--- config.mk ---
export PLATFORM = sky130hd
export DESIGN_NAME = wr_req_arbiter
export DESIGN_NICKNAME = d
export VERILOG_FILES = /design/src/rtl/wr_req_arbiter.sv
export SDC_FILE = /design/constraint.sdc
export NUM_CORES = 1
export LEC_CHECK = 0
export BUFFER_PORTS_ARGS = -buffer_cell sky130_fd_sc_hd__clkbuf_2
export CAP_MARGIN = 10
export CORE_AREA = 3 3 650 652
export CTS_BUF_LIST = sky130_fd_sc_hd__clkbuf_2 sky130_fd_sc_hd__clkbuf_4 sky130_fd_sc_hd__clkbuf_8
export DETAILED_ROUTE_END_ITERATION = 10
export DIE_AREA = 0 0 653 655
export GPL_TIMING_DRIVEN = 0
export PLACE_DENSITY = 0.3
export SYNTH_ARGS = -nofsm -noshare
export SYNTH_HDL_FRONTEND = slang
export SYNTH_SLANG_ARGS = --single-unit
--- constraint.sdc ---
create_clock -name clk -period 4.4 [get_ports clk]
set_clock_uncertainty 0.2 [all_clocks]
set_input_delay 0.44 -clock clk [delete_from_list [all_inputs] [get_ports clk]]
set_output_delay 0.44 -clock clk [all_outputs]
set_load 0.02 [all_outputs]
--- src/rtl/wr_req_arbiter.sv ---
`timescale 1ns/1ps
// Two-requester CCI write scheduler: arbitrates cache-line writes, tags them with mdata,
// caps outstanding writes, routes responses back by tag. WR_ARB_PRIO_EN selects fixed priority (port 1).
module wr_req_arbiter #(
    parameter int ADDR_LMT        = 20,
    parameter int MDATA           = 14,
    parameter int CACHE_WIDTH     = 512,
    parameter int MAX_OUTSTANDING = 32,
    parameter int CNT_W           = 6
) (
    input  logic                   clk,
    input  logic                   rst,
    input  logic                   start,
    input  logic                   req0_valid,
    input  logic [ADDR_LMT-1:0]    req0_addr,
    input  logic [CACHE_WIDTH-1:0] req0_data,
    output logic                   req0_ready,
    input  logic                   req1_valid,
    input  logic [ADDR_LMT-1:0]    req1_addr,
    input  logic [CACHE_WIDTH-1:0] req1_data,
    output logic                   req1_ready,
    output logic [ADDR_LMT-1:0]    wr_req_addr,
    output logic [MDATA-1:0]       wr_req_mdata,
    output logic [CACHE_WIDTH-1:0] wr_req_data,
    output logic                   wr_req_en,
    input  logic                   wr_req_almostfull,
    input  logic                   wr_rsp0_valid,
    input  logic [MDATA-1:0]       wr_rsp0_mdata,
    input  logic                   wr_rsp1_valid,
    input  logic [MDATA-1:0]       wr_rsp1_mdata,
    output logic [1:0]             req0_done,
    output logic [1:0]             req1_done,
    input  logic                   flush,
    output logic                   flush_done,
    output logic [CNT_W-1:0]       outstanding,
    output logic                   busy
);

    typedef enum logic [1:0] {IDLE, RUN, DRAIN} state_t;

    localparam logic [CNT_W-1:0] MAX_CNT = CNT_W'(MAX_OUTSTANDING);

    state_t             state_reg;
    logic [MDATA-2:0]   seq_reg;
    logic [CNT_W-1:0]   out_reg;
    logic [CNT_W-1:0]   out_next;
    logic               can_issue;
    logic               grant;
    logic               accept;
    logic               rsp0_ok;
    logic               rsp1_ok;
    logic [1:0]         rsp_cnt;
    logic [1:0]         done0_next;
    logic [1:0]         done1_next;
    logic               unused_rsp_seq;

`ifndef WR_ARB_PRIO_EN
    logic               rr_ptr_reg;
`endif

    assign unused_rsp_seq = ^{wr_rsp0_mdata[MDATA-2:0], wr_rsp1_mdata[MDATA-2:0]};

    assign can_issue = !rst && (state_reg == RUN) && start && !wr_req_almostfull
                       && (out_reg < MAX_CNT);

    always_comb begin
        grant = 1'b0;
`ifdef WR_ARB_PRIO_EN
        grant = req1_valid;
`else
        if (req0_valid && req1_valid)
            grant = rr_ptr_reg;
        else
            grant = req1_valid;
`endif
    end

    assign req0_ready = can_issue && req0_valid && !grant;
    assign req1_ready = can_issue && req1_valid && grant;
    assign accept     = req0_ready || req1_ready;

    // Responses beyond the current count are stale (e.g. issued before a reset) and dropped.
    assign rsp0_ok = wr_rsp0_valid && (out_reg != '0);
    assign rsp1_ok = wr_rsp1_valid && (out_reg > CNT_W'(rsp0_ok));
    assign rsp_cnt = {1'b0, rsp0_ok} + {1'b0, rsp1_ok};

    assign done0_next = {1'b0, rsp0_ok && !wr_rsp0_mdata[MDATA-1]}
                      + {1'b0, rsp1_ok && !wr_rsp1_mdata[MDATA-1]};
    assign done1_next = {1'b0, rsp0_ok &&  wr_rsp0_mdata[MDATA-1]}
                      + {1'b0, rsp1_ok &&  wr_rsp1_mdata[MDATA-1]};

    assign out_next = out_reg + CNT_W'(accept) - CNT_W'(rsp_cnt);

    assign outstanding = out_reg;
    assign busy        = (state_reg != IDLE);

    always_ff @(posedge clk) begin
        if (rst) begin
            state_reg    <= IDLE;
            seq_reg      <= '0;
            out_reg      <= '0;
            wr_req_addr  <= '0;
            wr_req_mdata <= '0;
            wr_req_data  <= '0;
            wr_req_en    <= 1'b0;
            req0_done    <= '0;
            req1_done    <= '0;
            flush_done   <= 1'b0;
`ifndef WR_ARB_PRIO_EN
            rr_ptr_reg   <= 1'b0;
`endif
        end else begin
            wr_req_en  <= accept;
            out_reg    <= out_next;
            req0_done  <= done0_next;
            req1_done  <= done1_next;
            flush_done <= 1'b0;

            if (accept) begin
                wr_req_addr  <= grant ? req1_addr : req0_addr;
                wr_req_data  <= grant ? req1_data : req0_data;
                wr_req_mdata <= {grant, seq_reg};
                seq_reg      <= seq_reg + 1'b1;
`ifndef WR_ARB_PRIO_EN
                rr_ptr_reg   <= !grant;
`endif
            end

            case (state_reg)
                IDLE: begin
                    if (start)
                        state_reg <= RUN;
                end
                RUN: begin
                    if (flush)
                        state_reg <= DRAIN;
                    else if (!start && out_reg == '0)
                        state_reg <= IDLE;
                end
                DRAIN: begin
                    // Leave on the edge that retires the last write so flush_done aligns with outstanding==0.
                    if (out_next == '0) begin
                        state_reg  <= RUN;
                        flush_done <= 1'b1;
                    end
                end
                default: state_reg <= IDLE;
            endcase
        end
    end

endmodule

[Word-level counts from Yosys, hierarchy flattened]
Cells that the tools add are included.
Operators by class
  multiplexer cells: 9
  order comparisons: 2
  bitwise gates (word level): 1
  equality and inequality tests: 5
  reduce and logical (&&, ||, !) cells: 30
  $add $sub $neg: 6
Operators by type and width (number)
  two-way mux 512 bit: 1
  two-way mux 20 bit: 1
  logical AND 1 bit: 16
  adder 13 x 1 -> 13 bit, second input constant: 1
  zero test 6 bit: 2
  two-way mux 2 bit: 4
  adder 1 x 1 -> 2 bit: 3
  adder 6 x 1 -> 6 bit: 1
  > comparator 6 x 1 -> 1 bit: 1
  zero test 1 bit: 6
  < comparator 6 bit, second input constant: 1
  one-hot mux 2 bit (3 select lines): 1
  nonzero test 6 bit: 1
  subtractor 6 x 2 -> 6 bit: 1
  != test 2 bit, second input constant: 2
  != test 3 x 2 -> 1 bit, second input constant: 1
  AND reduction 3 bit: 1
  equality test 2 x 1 -> 1 bit, second input constant: 1
  equality test 2 bit, second input constant: 1
  zero test 2 bit: 1
  two-way mux 1 bit: 2
  nonzero test 2 bit: 1
  OR reduction 2 bit: 1
  logical OR 1 bit: 1
  inverter 1 bit: 1
Word-level totals
  flip-flop bits (word level): 574

[Logic depth before layout (Yosys ltp)]
Gate-level depths: netlist of the first run.
  depth after elaboration: 13
  depth in mapped cells: 18
  depth with buffers taken out: 18

[Worst setup path before layout of the first run]
OpenSTA, ideal clock, no wires.
  kind: register to register
  start: register out_reg[2], in the netlist outstanding[2]
  end: register state_reg[1]
  period minus slack after synthesis: 3.848 ns
  library setup time: 0.116 ns
  buffers on the path: 0
  data arrival time: 3.531 ns
  stages on the path, launching flop included: 16
  slack: 0.552 ns
  required time: 4.084 ns
  cells stage by stage: dfxtp_1 -> inv_1 -> ha_1 -> nand3_1 -> o21a_1 -> ha_1 -> inv_1 -> o221ai_1 -> fa_1 -> ha_1 -> ha_1 -> fa_1 -> xnor2_1 -> nor4_1 -> nand3_1 -> a31o_2
On the way
  word-level cells in the longest chain between the ends: 10
  elaborated cells between the ends (all ways): 20
  those cells by class: add/sub (3); order compare (2); eq/ne (2); reduce/logical (13)
Ends and longest elaborated chain
  start: declaration: RTL line 45  | logic [CNT_W-1:0] out_reg;
  start signal: assignment: RTL line 114  | out_reg <= out_next;
  < comparator 6 bit: RTL line 64  | && (out_reg < MAX_CNT);
  logical AND 1 bit: RTL line 64
  logical AND 1 bit (on tied branches) (2 in a row): RTL line 78, 79
  logical OR 1 bit: RTL line 80  | assign accept = req0_ready || req1_ready;
  adder 6 x 1 -> 6 bit: RTL line 92  | assign out_next = out_reg + CNT_W'(accept) - CNT_W'(rsp_cnt);
  subtractor 6 x 2 -> 6 bit: RTL line 92
  zero test 6 bit: RTL line 142  | if (out_next == '0) begin
  != test 2 bit (no line)
  AND reduction 3 bit (no line) (*)
  end signal: assignment: RTL line 99  | state_reg <= IDLE;
  end signal: assignment: RTL line 143  | state_reg <= RUN;
  end signal: assignment: RTL line 147  | default: state_reg <= IDLE;
  end: declaration: RTL line 43  | state_t state_reg;
Mark *: on every way between the ends. The rest lies on a longest branch, timed or not.
A chain may end at the register's enable or synchronous reset.

[Final worst setup path of the first run]
  start: input req0_valid
  end: register wr_req_data[107]
On the way
  word-level cells in the longest chain between the ends: 5
  elaborated cells between the ends (all ways): 8
  those cells by class: mux (2); reduce/logical (6)
Ends and longest elaborated chain
  start: declaration: RTL line 14  | input logic req0_valid,
  logical AND 1 bit: RTL line 71  | if (req0_valid && req1_valid)
  two-way mux 1 bit: RTL line 71
  zero test 1 bit: RTL line 78  | assign req0_ready = can_issue && req0_valid && !grant;
  logical AND 1 bit: RTL line 78
  logical OR 1 bit: RTL line 80
  end signal: assignment: RTL line 121  | wr_req_data <= grant ? req1_data : req0_data;
  end: declaration: RTL line 24  | output logic [CACHE_WIDTH-1:0] wr_req_data,
Parallel ways exist; a longest one is shown, timed or not.

==> metrics.txt, run 1 <==
f_max approximately 0.23 GHz; endpoints failing hold 0; drt first pass iters 5; largest family of logic cells by synthesized area compound AO/OA/AOI/OAI gates; Syn Area/Cell 8.05 um^2; Power Total 17.3 mW; clk slew on worst S/H paths 60 ps; syn_nets between 4k and 5k; initial antenna violation count 130; Design Area, Final 54,600 um^2; Post-Synth Adder-Cell Area 0.00778; via/cell ratio 3.31; all-layer global routing usage 0.163; ys flop type dfxtp_1; fin crit period 4330 ps; Overflow after GRT 0; clock tree sinks 574; CP peak stage delay a little over 600 ps; final setup fails 0; required time worst endpoint around 5000 ps; H-tree levels 4; pin count of the biggest net entering global routing 13; simple-gate share of the synthesized area 0.222; layout cells sized above 1 0.335; max reg flops 512; Leakage 21.8 nW; Crit Path Category in -> reg; Post-layout nets 7,148; DRT iter0 DRCs 2,358; post-synthesis xor/xnor area fraction 0.00403; Peak VDD IR 137 uV; top flop regs wr_req_data: 512 flops, wr_req_addr: 20 flops, wr_req_mdata: 14 flops; Crit path buffers/inverters 8; synth unique cells 40; crit path DAT 5060 ps; # DRC 0; worst-margin pin slew 1430 ps; DP Area 41,300 um^2; clock root cell clkbuf_8; Tcrit/Tclk final 0.985; Die H 655 um; Port-buffer cells ~1.6k; global-route wire length before repair 448 mm; worst min path class in -> reg; CTS tree yes; clk buf depth 4; I/O pin total 1,662; non-filler cells, final 11.7k; startpoint types primary input; mapped cell area ~26,000 um^2; Area Overhead vs Synth 110%; Routed WL per cell ~31 um; mux cell area share after synthesis 0; CP cell instances dlygate4sd3_1, clkbuf_2, inv_2, buf_4, o21ai_4, buf_12, buf_2, buf_2, o21ai_0, a211oi_1, dlygate4sd3_1; Synth async-reset ratio 0; number of synthesized flops with an enable pin 0; num rows 237; max-cap violations 0; synthesized netlist cell count ~3.2k; core area around 420,000 um^2; Seq cells post-synth 574; Worst slew margin 0.0336; Power Dens Cells 316 nW/um^2; slowest CP cell buf_2; Compound-Gate Fraction of Synth Area 0.261; run status complete, no violations; Post-DRT Antenna Nets 0; WL final 364 mm; RSZ-0062 raised after global routing no; via count 38.7k; CTS Buf Count 142; YS warnings 0; Final Wtd Congestion 0.982; Clk Latency, worst-skew pair 930 ps; Die W 653 um; die area approximately 430,000 um^2; hold_ws roughly 75 ps; vias in the first global route between 30k and 40k; DP HPWL 321 mm; cell family with most CP delay buffers and inverters; sequential fraction of the synthesis area 0.441; setup_tns 0 ps; Critical Path Sink Type flip-flop; Critical Path Fanout Max 10; register bank with the most flops wr_req_data; Slew Limit Fails 0; Initial Util 0.0625; placed cells 10.4k
stage by stage:
stage                 util  setup WS, ps
finish               0.131          65.5
detailed placement  0.0991          -841
global route         0.131          15.6
CTS                  0.131          20.4
global placement    0.0986         -1330
floorplan                -           552
worst register-to-register path: stages, from the launching register on:
cell and delay, ps:
dfxtp_1 350, inv_2 120, ha_2 220, nand3_4 120
o21a_1 230, ha_1 270, inv_1 60, o221ai_4 230
fa_1 460, ha_1 210, ha_1 240, fa_2 380
xnor2_1 170, nor4_1 310, nand3_1 210, a31o_2 270
worst paths after layout:
kind / start / to / slack [ps] / depth (start not counted)
hold reg to reg: wr_req_mdata[5]$_SDFFE_PP0P_ / wr_req_mdata[5]$_SDFFE_PP0P_ / 260 / 2
setup / recovery: req0_valid / wr_req_data[107]$_SDFFE_PP0P_ / 70 / 11
setup reg to reg: outstanding[2]$_SDFF_PP0_ / state_reg[1]$_SDFFE_PP0P_ / 250 / 15
hold / removal: req1_data[103] / wr_req_data[103]$_SDFFE_PP0P_ / 70 / 3
layer usage:
metal | vias up | share of wire | routed length [um] | track usage
met2 | 1671 | 0.49 | 180000 | 0.288
met5 | - | 0.00091 | 331 | 0
li1 | 17400 | - | - | -
met4 | 48 | 0.029 | 10600 | 0.0422
met1 | 19100 | 0.39 | 142000 | 0.185
met3 | 411 | 0.086 | 31200 | 0.0558
cells in the mapped netlist, types with 4 or more instances:
| cell | number | area [um^2] |
|---|---|---|
| a211oi_1 | 515 | 3870 |
| a21oi_1 | 21 | 105 |
| a311oi_1 | 18 | 158 |
| buf_2 | 125 | 626 |
| buf_6 | 8 | 90.1 |
| clkbuf_1 | 222 | 833 |
| dfxtp_1 | 574 | 11500 |
| ha_1 | 13 | 163 |
| inv_1 | 15 | 56.3 |
| nand2_1 | 70 | 263 |
| nand3_1 | 5 | 25.0 |
| nand4_1 | 4 | 25.0 |
| nor2_1 | 554 | 2080 |
| nor2b_1 | 10 | 62.6 |
| o21ai_0 | 517 | 2590 |
| or3_1 | 516 | 3230 |
| xnor2_1 | 6 | 52.6 |
| xor2_1 | 6 | 52.6 |
repair_timing:
item / in CTS / in global routing
hold endpoints to repair: 519 / 0
gates resized for setup: 1 / 9
buffers inserted: 2 / 0
gates cloned: 0 / 0
pin swaps: 1 / 2
setup endpoints to repair: 4 / 3
hold buffers: 1001 / 0
layout make-up:
| cell class | count | area [um^2] |
|---|---|---|
| buffer | 361 | 1600 |
| fill | 48500 | 362000 |
| sequential | 574 | 11500 |
| antenna | 61 | 153 |
| timing repair buffer | 2652 | 18400 |
| multi-input combinational | 2284 | 13000 |
| tap | 5497 | 6880 |
| inverter | 17 | 63.8 |
| clock buffer | 201 | 2620 |
| clock inverter | 38 | 464 |
power breakdown:
group	switching, mW	total, mW	leakage, nW	internal, mW
combinational	2.52	4.21	15.5	1.70
sequential	0.133	5.51	4.63	5.37
clock	3.24	7.56	1.61	4.31
kinds of logic after synthesis:
logic type / Yosys count
and+or+nand+nor: 1175
AOI/OAI and AO/OA: 1082
DFF: 574
buffers and inverters: 378
adders and majority gates: 15
xor gates and xnor gates: 12
cells in the final DEF, fill, tap and decap left out, types with 12 or more instances in the layout:
master	instances
clkbuf_2	1645
nand2_1	70
diode_2	61
or3_1	516
clkbuf_1	212
o21ai_0	512
ha_1	12
buf_4	15
clkbuf_4	24
clkinv_2	18
a311oi_1	18
nor2_1	554
inv_1	14
a21oi_1	21
buf_2	124
clkbuf_8	177
dlygate4sd3_1	1001
dfxtp_1	574
a211oi_1	515
(Power assumes the default switching activity.)
==> inputs of run 2 (changes only) <==
==> constraint.sdc (replaced) <==
create_clock -name clk -period 4.4 [get_ports clk]
set_clock_uncertainty 0.2 [all_clocks]
set_input_delay 0.88 -clock clk [delete_from_list [all_inputs] [get_ports clk]]
set_output_delay 0.88 -clock clk [all_outputs]
set_load 0.01 [all_outputs]
==> run 2 against run 1 <==
Compared with the run above:
- maximum frequency is 4.0% higher
- global-route usage fell by 0.16 points
- critical path type is now reg -> reg
- core utilization fell by 2.0 points
- critical path depth rose by 4
- power fell by 5.1%
==> metrics.txt, run 2 (synthesized netlist as in run 1, its figures left out) <==
FF-to-FF Start outstanding[2]$_SDFF_PP0_ (unchanged); f_max 0.240 GHz (was 0.231 GHz); Routed WL per cell 33.3 um (was 31.1 um); CP startpoint outstanding[2]$_SDFF_PP0_ (was req0_valid); core area 417,000 um^2 (unchanged); crit path DAT 4790 ps (was 5060 ps); via/cell ratio 3.25 (was 3.31); drt first pass iters 5 (unchanged); clock root cell clkbuf_8 (unchanged); Peak VDD IR 135 uV (was 137 uV); register bank with the most flops wr_req_data (unchanged); required time worst endpoint 5020 ps (was 5120 ps); layout cells sized above 1 0.389 (was 0.335); num rows 237 (unchanged); clk slew on worst S/H paths 60 ps (about the same); Critical Path Fanout Max 4 (was 10); Post-DRT Antenna Nets 0 (unchanged); cell family with most CP delay adder cells (was buffers and inverters); clock tree sinks 574 (unchanged); Crit path buffers/inverters 2 (was 8); register share of total power 0.336 (was 0.319); r2r setup slk 230 ps (was 250 ps); top flop regs wr_req_data: 512 flops, wr_req_addr: 20 flops, wr_req_mdata: 14 flops (unchanged); CTS Buf Count 142 (unchanged); Psw 5.62 mW (was 5.89 mW); internal power 10.8 mW (was 11.4 mW); die area 428,000 um^2 (unchanged); clk buf depth 4 (unchanged); worst-margin pin slew 1260 ps (was 1430 ps); hold_ws 184 ps (was 74.7 ps); all-layer global routing usage 0.161 (was 0.163); Overflow after GRT 0 (unchanged); # DRC 0 (unchanged); Worst path depth 15 (was 11); commonest non-fill, non-tap cell in the layout clkbuf_2 (unchanged); most used cell, CP ha_1; Die H 655 um (unchanged); I/O pin total 1,662 (unchanged); Worst slew margin 0.154 (was 0.0336); Die W 653 um (unchanged); endpoints failing hold 0 (unchanged); max-cap violations 0 (unchanged); fin crit period 4170 ps (was 4330 ps); Port-buffer cells 1,634 (unchanged); Area Overhead vs Synth 77.4% (was 110%); slowest CP cell fa_1 (was buf_2); DP HPWL 321 mm (unchanged); CP peak stage delay 460 ps (was 610 ps); Layout fillers 48.9k (was 48.5k); CTS tree yes (unchanged); Initial Util 0.0625 (unchanged); Tcrit/Tclk final 0.947 (was 0.985); Clk Latency, worst-skew pair 930 ps (about the same); WL final 361 mm (was 364 mm); Power Dens Cells 355 nW/um^2 (was 316 nW/um^2); Post-layout nets 6,309 (was 7,148); worst min path class in -> reg (unchanged); CP endpoint state_reg[1]$_SDFFE_PP0P_ (was wr_req_data[107]$_SDFFE_PP0P_); pin count of the biggest net entering global routing 13 (unchanged); most frequent cells in the layout clkbuf_2, dfxtp_1, nor2_1, or3_1, a211oi_1 (was clkbuf_2, dlygate4sd3_1, dfxtp_1, nor2_1, or3_1); Final Wtd Congestion 0.982 (unchanged); startpoint types flip-flop (was primary input); Leakage 17.8 nW (was 21.8 nW); H-tree levels 4 (unchanged); run status complete, no violations (unchanged); final setup fails 0 (unchanged); Clk pwr share 0.461 (was 0.437); global-route wire length before repair 436 mm (was 448 mm); max reg flops 512 (unchanged); Crit Path Category reg -> reg (was in -> reg); Slew Limit Fails 0 (unchanged); RSZ-0062 raised after global routing no (unchanged); DP Area 41,300 um^2 (unchanged); Design Area, Final 46,200 um^2 (was 54,600 um^2); Power Total 16.4 mW (was 17.3 mW); sw frac 0.343 (was 0.341); Worst Reg-to-Reg Cells 15 (unchanged); via count 35.3k (was 38.7k); DRT iter0 DRCs 2,367 (was 2,358); CP cell instances inv_2, ha_2, nand3_4, o21a_1, ha_1, inv_1, o221ai_4, fa_1, ha_1, ha_1, fa_2, xnor2_1, nor4_1, nand3_1, a31o_2 (was dlygate4sd3_1, clkbuf_2, inv_2, buf_4, o21ai_4, buf_12, buf_2, buf_2, o21ai_0, a211oi_1, dlygate4sd3_1); vias in the first global route 35.3k (was 39.5k); initial antenna violation count 140 (was 130); Comb pwr share 0.203 (was 0.244); Worst R2R End state_reg[1]$_SDFFE_PP0P_ (unchanged); Critical Path Sink Type flip-flop (unchanged)
## run 2: area by class of cell
cell class / instances / area [um^2] / share of cell area
multi-input cells: 2284 / 13000 / 0.280
clock buffers: 201 / 2620 / 0.0566
repair buffers: 1813 / 9990 / 0.216
inverters: 17 / 63.8 / 0.00138
well taps: 5497 / 6880 / 0.149
flip-flops and latches: 574 / 11500 / 0.249
plain buffers: 361 / 1610 / 0.0347
clock inverters: 38 / 464 / 0.0100
diodes: 58 / 145 / 0.00314
## run 2: metal layers
metal / routed length [um] / GRT usage
met2: 180000 / 0.285
met5: 369 / 0
met1: 139000 / 0.181
met3: 32700 / 0.0595
met4: 8790 / 0.0402
## run 2: power groups by stage
stage / Sequential [mW] / Combinational, mW / Clock [mW]
2_1_floorplan: 5.65 / 1.04 / 0
3_3_place_gp: 5.61 / 3.22 / 0
3_5_place_dp: 5.61 / 3.22 / 0
4_1_cts: 5.51 / 3.40 / 7.96
5_1_grt: 5.52 / 3.59 / 8.10
6_report: 5.51 / 3.33 / 7.56
## run 2: timing repair
item,4_1_cts,5_1_grt
resized for setup,4,9
hold endpoints to repair,143,0
buffers inserted,2,0
hold buffers,162,0
pin swaps,1,2
endpoints found under the setup margin,5,3
## run 2: worst min path at each step
stage	startpoint	endpoint	cells past startpoint
after detailed placement	wr_req_mdata[5]$_SDFFE_PP0P_	wr_req_mdata[5]$_SDFFE_PP0P_	2
after global placement	wr_req_mdata[6]$_SDFFE_PP0P_	wr_req_mdata[6]$_SDFFE_PP0P_	2
after global routing	req1_data[269]	wr_req_data[269]$_SDFFE_PP0P_	3
after CTS	req1_data[254]	wr_req_data[254]$_SDFFE_PP0P_	3
final	req1_data[157]	wr_req_data[157]$_SDFFE_PP0P_	3
after floorplan	seq_reg[12]$_SDFFE_PP0P_	wr_req_mdata[12]$_SDFFE_PP0P_	2
## run 2: per-stage QoR
stage	TNS (ps)	setup WS [ps]	instances	utilization
CTS	0	53.9	10800	0.110
global placement	-201290	-1770	10400	0.0986
global route	0	16.5	10800	0.111
detailed placement	-67120	-1280	10400	0.0991
floorplan	0	564	3236	-
finish	0	234	10800	0.111
## run 2: tightest hold or removal path, delay by kind of cell
kind | cells | cell delay (ps)
compound gates | 2 | 360
buf+inv | 1 | 80
